$ cat src/rtl/multicycle_control_fsm.sv
// Multi-cycle RV32I control sequencer: FETCH/DECODE/EXECUTE/MEM/WRITEBACK with a
// single memory port handshake, a retired-instruction counter and a sticky trap state.
module multicycle_control_fsm #(
  parameter int MEM_TIMEOUT = 255,
  parameter int CNT_W       = 32
) (
  input  logic             clk,
  input  logic             rst,
  input  logic [6:0]       opcode,
  input  logic             mem_ready,
  input  logic             branch_taken,
  output logic             mem_req,
  output logic             mem_we,
  output logic             ir_write,
  output logic             pc_write,
  output logic             pc_sel,
  output logic             alu_src_a,
  output logic             alu_src_b,
  output logic             reg_write,
  output logic [1:0]       wb_sel,
  output logic [2:0]       state,
  output logic             illegal,
  output logic [CNT_W-1:0] retired
);

  localparam int TW = $clog2(MEM_TIMEOUT + 1);
  localparam logic [TW-1:0] TMO_LAST = TW'(MEM_TIMEOUT - 1);

  localparam logic [6:0] OP_R      = 7'b0110011;
  localparam logic [6:0] OP_I      = 7'b0010011;
  localparam logic [6:0] OP_LOAD   = 7'b0000011;
  localparam logic [6:0] OP_STORE  = 7'b0100011;
  localparam logic [6:0] OP_BRANCH = 7'b1100011;
  localparam logic [6:0] OP_JAL    = 7'b1101111;
  localparam logic [6:0] OP_JALR   = 7'b1100111;
  localparam logic [6:0] OP_LUI    = 7'b0110111;
  localparam logic [6:0] OP_AUIPC  = 7'b0010111;

  typedef enum logic [2:0] {
    S_FETCH     = 3'd0,
    S_DECODE    = 3'd1,
    S_EXECUTE   = 3'd2,
    S_MEM       = 3'd3,
    S_WRITEBACK = 3'd4,
    S_TRAP      = 3'd7
  } state_t;

  state_t           r_state;
  state_t           w_next;
  logic [6:0]       r_opq;
  logic [TW-1:0]    r_tmo;
  logic [CNT_W-1:0] r_ret;
  logic             w_retire;

  function automatic logic f_legal(input logic [6:0] op);
    case (op)
      OP_R, OP_I, OP_LOAD, OP_STORE, OP_BRANCH,
      OP_JAL, OP_JALR, OP_LUI, OP_AUIPC: f_legal = 1'b1;
      default:                           f_legal = 1'b0;
    endcase
  endfunction

  always_ff @(posedge clk) begin
    if (rst) begin
      r_state <= S_FETCH;
      r_opq   <= '0;
      r_tmo   <= '0;
      r_ret   <= '0;
    end else begin
      r_state <= w_next;
      if (r_state == S_DECODE) r_opq <= opcode;
      // Any state change restarts the wait count, which covers entry to FETCH and MEM
      if (w_next != r_state)          r_tmo <= '0;
      else if (mem_req && !mem_ready) r_tmo <= r_tmo + TW'(1);
      if (w_retire) r_ret <= r_ret + CNT_W'(1);
    end
  end

  always_comb begin
    w_next    = r_state;
    w_retire  = 1'b0;
    mem_req   = 1'b0;
    mem_we    = 1'b0;
    ir_write  = 1'b0;
    pc_write  = 1'b0;
    pc_sel    = 1'b0;
    alu_src_a = 1'b0;
    alu_src_b = 1'b0;
    reg_write = 1'b0;
    wb_sel    = 2'b00;
    case (r_state)
      S_FETCH: begin
        mem_req = 1'b1;
        if (mem_ready) begin
          ir_write = 1'b1;
          pc_write = 1'b1;
          w_next   = S_DECODE;
        end else if (r_tmo == TMO_LAST) begin
          w_next = S_TRAP;
        end
      end
      S_DECODE: begin
        w_next = f_legal(opcode) ? S_EXECUTE : S_TRAP;
      end
      S_EXECUTE: begin
        w_next = S_WRITEBACK;
        case (r_opq)
          OP_R: alu_src_b = 1'b0;
          OP_LOAD, OP_STORE: begin
            alu_src_b = 1'b1;
            w_next    = S_MEM;
          end
          OP_BRANCH: begin
            alu_src_a = 1'b1;
            alu_src_b = 1'b1;
            pc_write  = branch_taken;
            pc_sel    = branch_taken;
            w_next    = S_FETCH;
            w_retire  = 1'b1;
          end
          OP_AUIPC, OP_JAL: begin
            alu_src_a = 1'b1;
            alu_src_b = 1'b1;
          end
          default: alu_src_b = 1'b1;
        endcase
      end
      S_MEM: begin
        mem_req   = 1'b1;
        alu_src_b = 1'b1;
        mem_we    = (r_opq == OP_STORE);
        if (mem_ready) begin
          if (r_opq == OP_STORE) begin
            w_next   = S_FETCH;
            w_retire = 1'b1;
          end else begin
            w_next = S_WRITEBACK;
          end
        end else if (r_tmo == TMO_LAST) begin
          w_next = S_TRAP;
        end
      end
      S_WRITEBACK: begin
        reg_write = 1'b1;
        w_next    = S_FETCH;
        w_retire  = 1'b1;
        if (r_opq == OP_LOAD) begin
          wb_sel = 2'b01;
        end else if (r_opq == OP_JAL || r_opq == OP_JALR) begin
          // Operands repeat the EXECUTE selection so the jump target stays stable
          wb_sel    = 2'b10;
          pc_write  = 1'b1;
          pc_sel    = 1'b1;
          alu_src_a = (r_opq == OP_JAL);
          alu_src_b = 1'b1;
        end
      end
      S_TRAP:  w_next = S_TRAP;
      default: w_next = S_TRAP;
    endcase
  end

  assign state   = r_state;
  assign illegal = (r_state == S_TRAP);
  assign retired = r_ret;

endmodule
$ cat config.mk
export PLATFORM = sky130hd
export DESIGN_NAME = multicycle_control_fsm
export DESIGN_NICKNAME = d
export VERILOG_FILES = /design/src/rtl/multicycle_control_fsm.sv
export SDC_FILE = /design/constraint.sdc
export NUM_CORES = 1
export LEC_CHECK = 0
export ABC_AREA = 1
export ABC_CLOCK_PERIOD_IN_PS = 1900
export BUFFER_PORTS_ARGS = -buffer_cell sky130_fd_sc_hd__buf_2
export CORE_ASPECT_RATIO = 0.8
export CORE_MARGIN = 2
export CORE_UTILIZATION = 41
export CTS_BUF_LIST = sky130_fd_sc_hd__clkbuf_16
export DETAILED_ROUTE_END_ITERATION = 8
export SLEW_MARGIN = 20
export SYNTH_ARGS = -nofsm -noshare
export SYNTH_HDL_FRONTEND = slang
export SYNTH_SLANG_ARGS = --single-unit
export TNS_END_PERCENT = 1
$ cat constraint.sdc
create_clock -name clk -period 1.9 [get_ports clk]
set_input_delay 0.095 -clock clk [delete_from_list [all_inputs] [get_ports clk]]
set_output_delay 0.095 -clock clk [all_outputs]
set_load 0.05 [all_outputs]
== Word level (Yosys, flattened, before mapping) ==
Cells that the tools add are included.

* Word-level logic and storage cells: 70
* Output and inout bits: 46
* Flip-flop bits (word level): 50
* Input bits: 11

* Reduce and logical (&&, ||, !) cells: 9
* Mux-type cells: 32
* Eq/ne operators: 23
* Add/sub/neg operators: 2

{| class="wikitable"
|+ Operators by type and width
! cell !! number
|-
| 7-bit equality test, second input constant || 6
|-
| 7-bit by 6-bit equality test with 1-bit output, second input constant || 5
|-
| 32-bit by 1-bit adder with 32-bit output, second input constant || 1
|-
| 7-bit by 5-bit equality test with 1-bit output, second input constant || 3
|-
| 1-bit 2-to-1 mux || 17
|-
| 3-bit 2-to-1 mux || 5
|-
| 3-bit one-hot mux with 5 select lines || 1
|-
| 7-bit by 2-bit equality test with 1-bit output, second input constant || 2
|-
| 1-bit one-hot mux with 3 select lines || 3
|-
| 9-bit OR reduction || 1
|-
| 8-bit by 1-bit adder with 8-bit output, second input constant || 1
|-
| 8-bit equality test, second input constant || 1
|-
| 3-bit by 2-bit equality test with 1-bit output, second input constant || 2
|-
| 3-bit equality test, second input constant || 2
|-
| 2-bit 2-to-1 mux || 3
|-
| 3-bit one-hot mux with 2 select lines || 1
|-
| 2-bit OR reduction || 3
|-
| 1-bit one-hot mux with 2 select lines || 2
|-
| 3-bit by 1-bit equality test with 1-bit output, second input constant || 1
|-
| 3-bit zero test || 1
|-
| 3-bit inequality test || 1
|-
| 3-bit OR reduction || 1
|-
| 1-bit logical AND || 1
|-
| 1-bit zero test || 1
|-
| 1-bit logical OR || 1
|}

== Logic depth before layout (Yosys ltp) ==
Gate-level depths: netlist (run 1).

* Depth in word-level cells: 8
* Mapped depth: 14
* Mapped depth without buffers: 14

== Worst setup path before layout (run 1) ==
Ideal clock, no wire load.

* Kind: reg2out
* Start point: register r_state[2], in the netlist state[2]
* End point: output port alu_src_a
* Data required time: 1.805 ns
* Cell stages (with the launch flop): 5
* Path buffers: 0
* Setup slack: -1.675 ns
* Arrival: 3.480 ns
* Cell sequence: dfxtp_1 nand2_1 nor3_1 inv_1 o21ai_0

* Longest elaborated chain between the ends: 2
* Elaborated cells on any way between the ends: 3
* Classes of those cells: eq/ne (2); mux (1)

{| class="wikitable"
|+ RTL lines
! item !! RTL line !! text
|-
| start, declared || 48 || <nowiki>state_t r_state;</nowiki>
|-
| start signal, assigned || 70 || <nowiki>r_state <= w_next;</nowiki>
|-
| 3-bit equality test or 3-bit by 2-bit equality test with 1-bit output (tied branches) || 91 || <nowiki>case (r_state)</nowiki>
|-
| 1-bit one-hot mux with 2 select lines (*) || 91 ||
|-
| end, declared || 17 || <nowiki>output logic alu_src_a,</nowiki>
|}

Every way passes the cells marked *; elsewhere a longest branch is shown, timed or not.

== Worst setup path after layout (run 1) ==
* Start point: register r_opq[1]
* End point: output port pc_write

* Longest elaborated chain between the ends: 5
* Elaborated cells on any way between the ends: 9
* Classes of those cells: eq/ne (4); mux (4); reduce/logical (1)

{| class="wikitable"
|+ RTL lines
! item !! RTL line !! text
|-
| start, declared || 50 || <nowiki>logic [6:0] r_opq;</nowiki>
|-
| start signal, assigned || 71 || <nowiki>if (r_state == S_DECODE) r_opq <= opcode;</nowiki>
|-
| 7-bit equality test || 149 || <nowiki>end else if (r_opq == OP_JAL || r_opq == OP_JALR) begin</nowiki>
|-
| 1-bit logical OR || 149 ||
|-
| 1-bit 2-to-1 mux || 149 ||
|-
| 1-bit 2-to-1 mux || 147 || <nowiki>if (r_opq == OP_LOAD) begin</nowiki>
|-
| 1-bit one-hot mux with 3 select lines (*) || 91 ||
|-
| end, declared || 15 || <nowiki>output logic pc_write,</nowiki>
|}

Marked as above.

==> run_results.csv, run 1 <==
group,metric,value,unit
die,start_util,42.2,%
global_routing,grtUsageTotal,21.3,%
die,ios,57,
pwr,p_leak,1.54,nW
cells_and_area,final_cell_mix,"nand2_1, nor2_1, buf_2",
logic_synthesis,synth_warnings,0,
sta,relSlewSlack,65.0,%
drt,final_antenna_net_count,0,
worst_setup_path,start_kind,"register",
worst_setup_path,critPathLaunch,"r_opq[1]$_SDFFE_PP0P_",
logic_synthesis,postSynthRegisterBits,50,
die,core-area,7360,um^2
die,rows,28,
place,dpl-instance-area,3520,um^2
worst_setup_path,critical_path_class,"reg2out",
logic_synthesis,syn_nets,514,
clock_network,path_clk_slew,0.07,ns
worst_setup_path,r2r-start,"r_opq[2]$_SDFFE_PP0P_",
sta,setup_viol,0,
cells_and_area,drive_gt1_share,17.7,%
clock_network,ctsHtreeMaxLevel,2,
global_routing,grt_start_max_net_pins,30,
worst_setup_path,cp_max_fo,3,
sta,rsz0062_at_grt,"true",
place,dp_hpwl,6.42,mm
clock_network,cts_buffer_depth,2,
pwr,ir_drop,1210,uV
worst_setup_path,worst_setup_path_end_kind,"primary output",
drt,wire_per_inst,12.8,um
cells_and_area,final_core_util,50.3,%
drt,vias,3203,
cells_and_area,nFillCells,788,
drt,drcViolationCount,0,
clock_network,clock_sinks,50,
die,die_area,8290,um^2
worst_setup_path,rr_endpoint,"retired[25]$_SDFFE_PP0P_",
clock_network,root_buffer,"clkbuf_16",
job,drv_cap,0,
drt,drt_iter0_drc,128,
worst_setup_path,r2r_slack,0.17,ns
cells_and_area,final_common_cell,"nand2_1",
sta,clock_skew,0.00689,ns
cells_and_area,syn2layout_area_growth,19.2,%
drt,viasPerCell,4.93,
logic_synthesis,seq_area_frac_synth,32.2,%
place,portBuffers,56,
cells_and_area,fin_area,3700,um^2
sta,post-route-period-util,95.9,%
logic_synthesis,synthCells,500,
worst_setup_path,r2r_cells,10,
clock_network,cts_hold_buffers,0,
global_routing,grt_pass1_vias,2994,
logic_synthesis,yosys.area.top_type_share,32.2,%
worst_setup_path,cp.required,1.80,ns
clock_network,cts_tree,"yes",
logic_synthesis,syn_area,3110,um^2
place,place.gp.congestion,0.902,
worst_setup_path,arrival,1.73,ns
sta,slew_violations,0,
cells_and_area,final_net_count,573,
logic_synthesis,synth_area_leader_cell,"dfxtp_1",
die,die_h,81.8,um
status,status,"complete, no violations",
min_path,hold_class,"in2reg",
sta,finalWorstPathRequiredPeriod,1.82,ns
pwr,power.density,1070,nW/um^2
drt,wl,8.32,mm
sta,fmax,549,MHz
sta,finalHoldViolCount,0,
cells_and_area,diodes,0,
clock_network,numCtsBuffers,5,
logic_synthesis,syn_avg_cell_area,6.21,um^2
sta,tightest_slew,0.524,ns
sta,finalSetupTns,0,ns
die,fp.dieW,101,um
global_routing,grt_overflow,0,
clock_network,clk_latency,0.29,ns
worst_setup_path,endpoint,"pc_write",
drt,first_pass_iters,4,
logic_synthesis,yosysUniqueCellTypes,28,
logic_synthesis,yosys-top-cells-area,"dfxtp_1, nand2_1, nor2_1, a21oi_1, inv_1",
global_routing,grt_pass1_wl,14.1,mm
global_routing,antenna_found_initial,0,
==> per-stage QoR <==
step | hold WS, ns | power [W] | worst slack [ns] | instances
6_report | 0.0891 | 0.00394 | 0.0775 | 650
5_1_grt | 0.116 | 0.00420 | -0.0591 | 650
4_1_cts | 0.0947 | 0.00398 | 0.0364 | 650
3_5_place_dp | 0.393 | 0.00301 | 0.114 | 642
3_3_place_gp | 0.383 | 0.00300 | 0.164 | 642
2_1_floorplan | 0.262 | 0.00268 | -0.0222 | 500
==> worst min-delay path by stage <==
stage	startpoint	end	slack, ns	cells past startpoint
after floorplan	opcode[0]	r_opq[0]$_SDFFE_PP0P_	0.26	2
after global placement	opcode[1]	r_opq[1]$_SDFFE_PP0P_	0.38	3
after detailed placement	opcode[2]	r_opq[2]$_SDFFE_PP0P_	0.39	3
after CTS	opcode[2]	r_opq[2]$_SDFFE_PP0P_	0.09	3
after global routing	opcode[2]	r_opq[2]$_SDFFE_PP0P_	0.12	3
final	opcode[2]	r_opq[2]$_SDFFE_PP0P_	0.09	3
==> worst max-delay path, cell delays in order (launching register included) <==
cell      delay (ns)
dfxtp_1         0.33
nand2_1         0.06
inv_1           0.07
nand2_1         0.10
inv_2           0.07
nand3_1         0.13
nor2_4          0.18
nand2_1         0.11
nand2_4         0.07
or2_4           0.10
clkbuf_4        0.21
==> flip-flops by register name, indices dropped and copies added (netlist names) <==
name / cells
r_tmo: 8
retired: 32
r_opq: 7
state: 3
==> Yosys cell counts <==
cell type	n
a21oi_1	35
a31oi_1	2
buf_2	1
buf_4	3
buf_6	2
clkbuf_1	5
clkinv_1	1
dfxtp_1	50
ha_1	3
inv_1	42
inv_2	6
nand2_1	169
nand2_2	4
nand3_1	23
nand3_2	1
nand3b_1	7
nand4_1	9
nor2_1	73
nor2_2	4
nor2_4	3
nor3_1	14
nor3b_1	1
o21ai_0	13
o21ai_4	1
o31ai_1	1
or2_2	1
xnor2_1	10
xor2_1	16
==> report_power, final <==
part / leakage, nW / switching [W] / internal, W
Sequential: 0.407 / 0.000140 / 0.00118
Combinational: 1.04 / 0.00125 / 0.000437
Clock: 0.0846 / 0.000383 / 0.000559
Total: 1.54 / 0.00177 / 0.00217
==> logic make-up (layout without fill, tap and decap cells) <==
family | count (synthesis) | after routing | synth area share (%)
AOI/OAI and AO/OA | 52 | 52 | 8.90
adders and majority gates | 3 | 3 | 1.21
DFF | 50 | 50 | 32.2
buffers and inverters | 60 | 120 | 8.14
xor gates and xnor gates | 26 | 26 | 7.33
and+or+nand+nor | 309 | 309 | 42.2
==> routing by layer <==
| metal | wire (um) | share of wire (%) | vias to the layer above | track usage (%) |
|---|---|---|---|---|
| li1 | - | - | 1704 | - |
| met1 | 4200 | 51 | 1417 | 28.6 |
| met2 | 3620 | 43 | 74 | 35.6 |
| met3 | 403 | 4.8 | 8 | 4.00 |
| met4 | 94 | 1.1 | 0 | 5.27 |
| met5 | 0 | 0 | - | 0 |
==> cell type report <==
class	count	area [um^2]	area share, %
Tap cell	90	113	3.04
Multi-Input combinational cell	390	1900	51.3
Sequential cell	50	1010	27.3
Clock inverter	2	7.51	0.203
Timing Repair Buffer	63	338	9.13
Inverter	49	184	4.97
Clock buffer	6	150	4.06
==> timing repair <==
action / 4_1_cts / 5_1_grt
setup endpoints to repair: 1 / 19
gates resized for setup: 1 / 4
buffers inserted: 0 / 0
Note: power is estimated with default switching activity, not from simulation.
==> run 2: changes to the inputs <==
==> constraint.sdc (replaced) <==
create_clock -name clk -period 1.9 [get_ports clk]
set_input_delay 0.38 -clock clk [delete_from_list [all_inputs] [get_ports clk]]
set_output_delay 0.38 -clock clk [all_outputs]
set_load 0.05 [all_outputs]
==> run_results.csv, run 2 (synthesis results as in run 1) <==
group,metric,value,unit
pwr,p_clk_share,26.6,%
pwr,pwr-share-seq,30.8,%
sta,slew_violations,0,
sta,rsz0062_at_grt,"true",
drt,vias,3380,
worst_setup_path,r2r_cells,9,
worst_setup_path,max_stage_delay,0.35,ns
place,dp_cells,651,
place,place.gp.congestion,0.910,
min_path,hold_class,"in2reg",
sta,fin_hold_ws,0.397,ns
drt,viasPerCell,5.12,
place,portBuffers,56,
cells_and_area,fin_area,3930,um^2
clock_network,numCtsBuffers,5,
sta,clock_skew,0.00724,ns
worst_setup_path,r2r-start,"retired[1]$_SDFFE_PP0P_",
clock_network,path_clk_slew,0.06,ns
worst_setup_path,worst_setup_path_end_kind,"primary output",
worst_setup_path,crit_buf_inv,4,
die,die_h,81.8,um
pwr,swShare,43.6,%
clock_network,clk_latency,0.29,ns
die,fp.dieW,101,um
sta,finalHoldViolCount,0,
cells_and_area,final_core_util,53.4,%
global_routing,grt_pass1_wl,14.0,mm
die,start_util,42.2,%
drt,final_antenna_net_count,0,
drt,drt_iter0_drc,207,
worst_setup_path,rr_endpoint,"retired[26]$_SDFFE_PP0P_",
cells_and_area,diodes,0,
place,preCtsSetupSlack,0.120,ns
die,die_area,8290,um^2
worst_setup_path,r2r_slack,0.14,ns
worst_setup_path,cp_max_fo,3,
sta,setup_ws,-0.0295,ns
clock_network,cts_tree,"yes",
drt,wl,8.68,mm
worst_setup_path,arrival,1.55,ns
die,core-area,7360,um^2
global_routing,grt_start_max_net_pins,30,
place,dpl-instance-area,3630,um^2
pwr,power.internal,0.00245,W
pwr,p_leak,1.63,nW
cells_and_area,final_cells,660,
cells_and_area,final_net_count,583,
pwr,combinationalPowerShare,42.6,%
sta,fmax,518,MHz
pwr,p_switching,0.00189,W
cells_and_area,syn2layout_area_growth,26.4,%
pwr,ir_drop,600,uV
global_routing,grtUsageTotal,21.5,%
worst_setup_path,start_kind,"register",
worst_setup_path,crit_slowest_cell,"dfxtp_1",
worst_setup_path,path_delay_family,"buffers and inverters",
global_routing,grt_pass1_vias,2818,
drt,drcViolationCount,0,
global_routing,grt_overflow,0,
place,dp_hpwl,6.67,mm
worst_setup_path,cp_num_cells,10,
drt,wire_per_inst,13.2,um
die,ios,57,
clock_network,root_buffer,"clkbuf_16",
sta,finalWorstPathRequiredPeriod,1.93,ns
worst_setup_path,endpoint,"alu_src_a",
worst_setup_path,cp_cell_sequence,"nand2_2, inv_2, nand2_2, inv_2, nand3_4, nor2_4, buf_6, a31oi_4, o21ai_4, buf_6",
cells_and_area,drive_gt1_share,22.3,%
clock_network,cts_buffer_depth,2,
drt,first_pass_iters,5,
worst_setup_path,critical_path_class,"reg2out",
sta,relSlewSlack,65.0,%
worst_setup_path,critPathLaunch,"r_opq[0]$_SDFFE_PP0P_",
sta,setup_viol,2,
pwr,power.density,1110,nW/um^2
worst_setup_path,cp.required,1.52,ns
cells_and_area,final_common_cell,"nand2_1",
job,drv_cap,0,
sta,tightest_slew,0.524,ns
cells_and_area,final_cell_mix,"nand2_1, nor2_1, buf_2",
die,rows,28,
cells_and_area,largest_reg_flops,32,
global_routing,antenna_found_initial,0,
status,violations,"negative setup slack",
status,status,"finished, violations left",
clock_network,clock_sinks,50,
sta,post-route-period-util,102,%
clock_network,ctsHtreeMaxLevel,2,
-- run 2: cell types whose count changed in the layout (fill, tap and decap cells not counted), sizes merged --
cell | before | now
buf | 61 | 72
bufinv | 0 | 2
clkbuf | 8 | 6
inv | 50 | 48
clkinv | 1 | 2
-- run 2: worst reg2reg max path, cell delays in order, from the launching register on --
cell	delay [ns]
dfxtp_1	0.39
ha_1	0.23
nand3_1	0.17
inv_1	0.09
nand2_1	0.09
nor2_1	0.23
nand2_1	0.16
xnor2_1	0.16
nand2_1	0.07
a21oi_1	0.11
-- run 2: repair_timing --
action                                  CTS  global route
buffers inserted                          0             1
pin swaps                                 0             5
hold buffers                              0             0
gates resized for setup                  13            18
endpoints found under the setup margin    6            31
-- run 2: layer usage --
metal | routed length (um) | vias up | part of all wire (%) | global-route usage [%]
met5 | 0 | - | 0 | 0
met4 | 72 | 0 | 0.83 | 4.73
met3 | 498 | 8 | 5.7 | 2.89
met2 | 3340 | 99 | 39 | 28.5
met1 | 4770 | 1554 | 55 | 35.4
li1 | - | 1719 | - | -
-- run 2: layout make-up --
type / count / area (um^2)
fillers: 768 / 3430
well taps: 90 / 113
repair buffers: 73 / 438
clock inverters: 3 / 63.8
multi-input cells: 390 / 1980
inverters: 49 / 186
flip-flops and latches: 50 / 1020
clock buffers: 5 / 125
-- run 2: worst min path at each step --
| stage | slack (ns) | from | end | depth (start not counted) |
|---|---|---|---|---|
| after floorplan | 0.45 | r_opq[0]$_SDFFE_PP0P_ | r_opq[0]$_SDFFE_PP0P_ | 2 |
| after global placement | 0.46 | r_opq[1]$_SDFFE_PP0P_ | r_opq[1]$_SDFFE_PP0P_ | 2 |
| after detailed placement | 0.48 | r_opq[0]$_SDFFE_PP0P_ | r_opq[0]$_SDFFE_PP0P_ | 2 |
| after CTS | 0.39 | opcode[0] | r_opq[0]$_SDFFE_PP0P_ | 3 |
| after global routing | 0.42 | opcode[0] | r_opq[0]$_SDFFE_PP0P_ | 3 |
| final | 0.40 | opcode[0] | r_opq[0]$_SDFFE_PP0P_ | 3 |
-- run 2: power by group through the flow --
stage               Sequential, W  Combinational [W]  Clock, W
floorplan                 0.00149            0.00123         0
global placement          0.00133            0.00175         0
detailed placement        0.00134            0.00176         0
CTS                       0.00132            0.00180   0.00118
global route              0.00136            0.00200   0.00122
finish                    0.00134            0.00185   0.00116
-- run 2: per-stage QoR --
stage / setup TNS (ns) / total power, W
2_1_floorplan: -0.320 / 0.00272
3_3_place_gp: 0 / 0.00309
3_5_place_dp: 0 / 0.00310
4_1_cts: -0.0813 / 0.00430
5_1_grt: -0.314 / 0.00458
6_report: -0.0376 / 0.00434
